File: config.mk
export PLATFORM = sky130hd
export DESIGN_NAME = project_info_streamer
export DESIGN_NICKNAME = d
export VERILOG_FILES = /design/src/rtl/project_info_pkg.sv /design/src/rtl/project_info_streamer.sv
export SDC_FILE = /design/constraint.sdc
export NUM_CORES = 1
export LEC_CHECK = 0
export ABC_AREA = 0
export CAP_MARGIN = 40
export CORE_ASPECT_RATIO = 1.75
export CORE_MARGIN = 2
export CORE_UTILIZATION = 56
export CTS_BUF_LIST = sky130_fd_sc_hd__clkbuf_8
export CTS_CLUSTER_SIZE = 24
export DETAILED_ROUTE_END_ITERATION = 8
export PLACE_DENSITY = 0.84
export SYNTH_ARGS = -nofsm -noshare
export SYNTH_HDL_FRONTEND = slang
export SYNTH_SLANG_ARGS = --single-unit
export TNS_END_PERCENT = 1
File: constraint.sdc
create_clock -name i_clk -period 3.18 [get_ports i_clk]
set_input_delay 0.477 -clock i_clk [delete_from_list [all_inputs] [get_ports i_clk]]
set_output_delay 0.477 -clock i_clk [all_outputs]
set_load 0.1 [all_outputs]
File: src/rtl/project_info_pkg.sv
// Shared types and sizing helpers for the build-identification frame streamer.
package project_info_pkg;

    typedef enum logic [1:0] {
        StIdle = 2'd0,
        StHdr  = 2'd1,
        StPay  = 2'd2,
        StCsum = 2'd3
    } state_e;

    localparam logic [7:0] DEFAULT_HEADER = 8'hA5;
    localparam int unsigned DEFAULT_DEPTH = 8;
    localparam int unsigned DEFAULT_COMMIT_HASH_DEPTH = 32;

    function automatic int unsigned payload_bytes(input int unsigned depth,
                                                  input int unsigned hash_depth);
        return (4 * depth) / 8 + hash_depth / 8;
    endfunction

endpackage

File: src/rtl/project_info_streamer.sv
// Streams HEADER, the four version fields, the commit hash and an XOR checksum as a
// valid/ready byte frame; all fields are snapshotted when the request is accepted.
module project_info_streamer
    import project_info_pkg::*;
#(
    parameter int unsigned DEPTH             = DEFAULT_DEPTH,
    parameter int unsigned COMMIT_HASH_DEPTH = DEFAULT_COMMIT_HASH_DEPTH,
    parameter logic [7:0]  HEADER            = DEFAULT_HEADER
) (
    input  logic                         i_clk,
    input  logic                         i_rst,
    input  logic                         i_req,
    input  logic [DEPTH-1:0]             i_major,
    input  logic [DEPTH-1:0]             i_minor,
    input  logic [DEPTH-1:0]             i_patch,
    input  logic [DEPTH-1:0]             i_build,
    input  logic [COMMIT_HASH_DEPTH-1:0] i_commit_hash,
    output logic [7:0]                   o_data,
    output logic                         o_valid,
    input  logic                         i_ready,
    output logic                         o_last,
    output logic                         o_busy,
    output logic                         o_done
);

    localparam int unsigned PayloadBytes = payload_bytes(DEPTH, COMMIT_HASH_DEPTH);
    localparam int unsigned ShiftW       = 8 * PayloadBytes;
    localparam int unsigned CntW         = $clog2(PayloadBytes + 1);

    if ((DEPTH % 8) != 0 || DEPTH < 8 ||
        (COMMIT_HASH_DEPTH % 8) != 0 || COMMIT_HASH_DEPTH < 8) begin : g_width_check
        $error("DEPTH and COMMIT_HASH_DEPTH must be non-zero multiples of 8");
    end

    state_e            state_q, state_d;
    logic [ShiftW-1:0] shift_q, shift_d;
    logic [7:0]        csum_q,  csum_d;
    logic [CntW-1:0]   cnt_q,   cnt_d;
    logic [7:0]        data_q,  data_d;
    logic              valid_q, valid_d;
    logic              last_q,  last_d;
    logic              done_q,  done_d;
    logic              xfer;

    assign xfer = valid_q && i_ready;

    always_comb begin
        state_d = state_q;
        shift_d = shift_q;
        csum_d  = csum_q;
        cnt_d   = cnt_q;
        data_d  = data_q;
        valid_d = valid_q;
        last_d  = last_q;
        done_d  = 1'b0;
        unique case (state_q)
            StIdle: begin
                if (i_req) begin
                    shift_d = {i_major, i_minor, i_patch, i_build, i_commit_hash};
                    csum_d  = 8'h00;
                    cnt_d   = CntW'(PayloadBytes);
                    data_d  = HEADER;
                    valid_d = 1'b1;
                    last_d  = 1'b0;
                    state_d = StHdr;
                end
            end
            StHdr: begin
                if (xfer) begin
                    data_d  = shift_q[ShiftW-1 -: 8];
                    state_d = StPay;
                end
            end
            StPay: begin
                // data_q always mirrors the top byte of shift_q while in this state.
                if (xfer) begin
                    shift_d = shift_q << 8;
                    csum_d  = csum_q ^ data_q;
                    cnt_d   = cnt_q - CntW'(1);
                    if (cnt_q == CntW'(1)) begin
                        data_d  = csum_q ^ data_q;
                        last_d  = 1'b1;
                        state_d = StCsum;
                    end else begin
                        data_d = shift_q[ShiftW-9 -: 8];
                    end
                end
            end
            StCsum: begin
                if (xfer) begin
                    data_d  = 8'h00;
                    valid_d = 1'b0;
                    last_d  = 1'b0;
                    done_d  = 1'b1;
                    state_d = StIdle;
                end
            end
            default: state_d = StIdle;
        endcase
    end

    always_ff @(posedge i_clk) begin
        if (i_rst) begin
            state_q <= StIdle;
            shift_q <= '0;
            csum_q  <= 8'h00;
            cnt_q   <= '0;
            data_q  <= 8'h00;
            valid_q <= 1'b0;
            last_q  <= 1'b0;
            done_q  <= 1'b0;
        end else begin
            state_q <= state_d;
            shift_q <= shift_d;
            csum_q  <= csum_d;
            cnt_q   <= cnt_d;
            data_q  <= data_d;
            valid_q <= valid_d;
            last_q  <= last_d;
            done_q  <= done_d;
        end
    end

    assign o_data  = data_q;
    assign o_valid = valid_q;
    assign o_last  = last_q;
    assign o_done  = done_q;
    assign o_busy  = (state_q != StIdle);

endmodule

==> results.toml <==
[status]
outcome = "complete, no violations"

[worst_setup_path]
reg2regPathDepth = 7
critPathRequiredTime_ns = 3.45
ff2ff_setup_slack_ns = 0.72
path_class = "register to register"
path_cells = "inv_1, ha_1, nand3_1, a21oi_4, buf_12, nor2_1, a211oi_1"
critPathSlowestCell = "ha_1"
endpoint_kind = "register"
slowest_delay_ns = 0.50
worstReg2RegEnd = "shift_q[24]$_SDFFE_PP0P_"
cp.arrival_ns = 2.72
r2r-start = "state_q[0]$_SDFFE_PP0P_"
cp_max_fo = 139
start_kind = "register"

[synth]
syn-instance-count = 456
yosys_warnings = 0
synth_edf_count = 0
synth_area_um2 = 4260
ys_seq_area_frac = 0.418
ys_seq_elements = 89
ys.flop_type = "dfxtp_1"
syn_nets = 533
avgSynthCellArea_um2 = 9.34
ys_async_sr_fraction = 0
synthDistinctLibCells = 41

[cts]
clockBufferDepth = 2
cts_setup_buffers = 0
cts_tree = "built"
h-tree-depth = 3
clock_sinks = 89
holdBufCountCts = 0
insertion_delay_ns = 0.37
cts-buffers-inserted = 9
path_clk_slew_ns = 0.08
cts_root_buffer = "clkbuf_8"
cts_resized = 0

[timing]
relSlewSlack = 0.579
setup_viol = 0
finClkSkew_ns = 0.00856
final_hold_viol_count = 0
slew_viol_final = 0
rsz0062_at_grt = "no"
worstMarginPinSlew_ns = 0.632
fin_crit_ns = 2.46
fin_crit_sh = 0.772
fmax_mhz = 407
tns_ns = 0

[place]
hpwl_mm = 6.70
port-buffer-count = 79
placed_cell_area_um2 = 5000
place_congestion = 0.887

[route]
vias = 3490
antenna_left = 0
wl_per_cell_um = 15.8
via_per_inst = 5.78
drt_iter0_markers = 228
dr.pass1.iters = 4
post-route-drc-count = 0
routed_wl_mm = 9.56

[global_route]
grt_first_pass_wirelength_mm = 15.7
antenna_found_initial = 0
grt_max_degree = 140
grt_pass1_vias = 3335
grt_overflow_total = 0
track_usage = 0.237

[floorplanning]
start_util = 0.571
die_area_um2 = 8340
ios = 80
row_count = 42
dieWidth_um = 69.9
coreArea_um2 = 7460
die_y_um = 119

[layout]
area_growth_syn_to_layout_pct = 21.5
drive_gt1_frac = 0.0814
finalNetCount = 589
final_cell_area_um2 = 5170
final_cell_mix = "dfxtp_1 (89), nor2_1 (67), clkdlybuf4s50_1 (66)"
final_common_cell = "dfxtp_1"
diodes = 0
n_fill_cell = 609
post-route-util = 0.693

[pwr]
peakVddDrop_uv = 775
leakage_nw = 1.80
power_density_nw_per_um2 = 956

[run]
max_cap_viol_count = 0

[hold_path]
min_to = "shift_q[0]$_SDFFE_PP0P_"
hold_class = "register to register"
hold_start = "shift_q[0]$_SDFFE_PP0P_"
holdPathStages = 2
==> cells in the mapped netlist (all sizes together), types with 3 or more instances <==
cell / count / area share
a2111oi: 3 / 0.012
a211oi: 57 / 0.10
a21oi: 17 / 0.020
a311oi: 4 / 0.0082
a31oi: 4 / 0.0059
a32o: 4 / 0.0094
buf: 18 / 0.025
clkbuf: 23 / 0.025
dfxtp: 89 / 0.42
ha: 9 / 0.026
inv: 17 / 0.015
mux2i: 58 / 0.14
nand2: 18 / 0.016
nand3: 6 / 0.0071
nand3b: 15 / 0.026
nand4: 8 / 0.012
nor2: 67 / 0.059
o211ai: 4 / 0.0071
o311ai: 9 / 0.019
o32ai: 4 / 0.0082
xnor2: 5 / 0.010
xor2: 4 / 0.0082
==> flip-flops by register name, summed over array words and instances (netlist names) <==
| name | count |
|---|---|
| state_q | 2 |
| o_valid | 1 |
| o_data | 8 |
| o_done | 1 |
| cnt_q | 4 |
| csum_q | 8 |
| shift_q | 64 |
| o_last | 1 |
==> routing by layer <==
metal	part of all wire	up-vias	track usage	routed length [µm]
met5	0	-	0	0
met4	0.026	0	0.0986	244
met3	0.037	20	0.0541	350
met2	0.54	71	0.421	5120
met1	0.40	1621	0.269	3850
li1	-	1778	-	-
==> through the flow <==
stage                     setup WS (ns)  instances  total power, mW  hold slack (ns)
after floorplan                   0.964        456             3.76            0.429
after global placement            0.936        589             4.18            0.438
after detailed placement          0.768        589             4.28            0.451
after CTS                         0.743        604             4.97            0.463
after global routing              0.501        604             5.28            0.475
final                             0.725        604             4.95            0.457
==> power by group <==
group	switching, mW	internal (mW)
Combinational	1.51	0.904
Sequential	0.290	1.55
Clock	0.395	0.299
==> area by class of cell <==
class / instances / area, µm² / share of cell area
Clock buffer: 10 / 138 / 0.0266
Tap cell: 88 / 110 / 0.0213
Sequential cell: 89 / 1780 / 0.345
Inverter: 17 / 63.8 / 0.0123
Multi-Input combinational cell: 309 / 2220 / 0.430
Timing Repair Buffer: 86 / 821 / 0.159
Clock inverter: 5 / 32.5 / 0.00629
==> critical path: cells and delay by family, from the launching register on <==
family / cells / cell delay, ns
AOI/OAI and AO/OA: 2 / 0.47
buffers and inverters: 2 / 0.61
and+or+nand+nor: 2 / 0.35
DFF: 1 / 0.36
adders and majority gates: 1 / 0.50
==> kinds of logic after synthesis <==
kind of cell | count (synthesis) | share of synthesized area
mux | 58 | 0.136
buf+inv | 58 | 0.0647
compound gates | 110 | 0.197
simple gates | 123 | 0.138
xor+xnor | 9 | 0.0185
flops | 89 | 0.418
fa+ha+maj | 9 | 0.0264
==> how the worst max path moves through the flow <==
stage,startpoint,endpoint,cells after the start,slack [ns]
2_1_floorplan,o_valid$_SDFFE_PP0P_,shift_q[55]$_SDFFE_PP0P_,5,0.96
3_3_place_gp,i_ready,shift_q[16]$_SDFFE_PP0P_,6,0.94
3_5_place_dp,state_q[0]$_SDFFE_PP0P_,shift_q[24]$_SDFFE_PP0P_,7,0.77
4_1_cts,state_q[0]$_SDFFE_PP0P_,shift_q[8]$_SDFFE_PP0P_,7,0.74
5_1_grt,state_q[0]$_SDFFE_PP0P_,shift_q[36]$_SDFFE_PP0P_,7,0.50
6_report,state_q[0]$_SDFFE_PP0P_,shift_q[24]$_SDFFE_PP0P_,7,0.72
No activity file was read; power rests on OpenSTA's default activity.
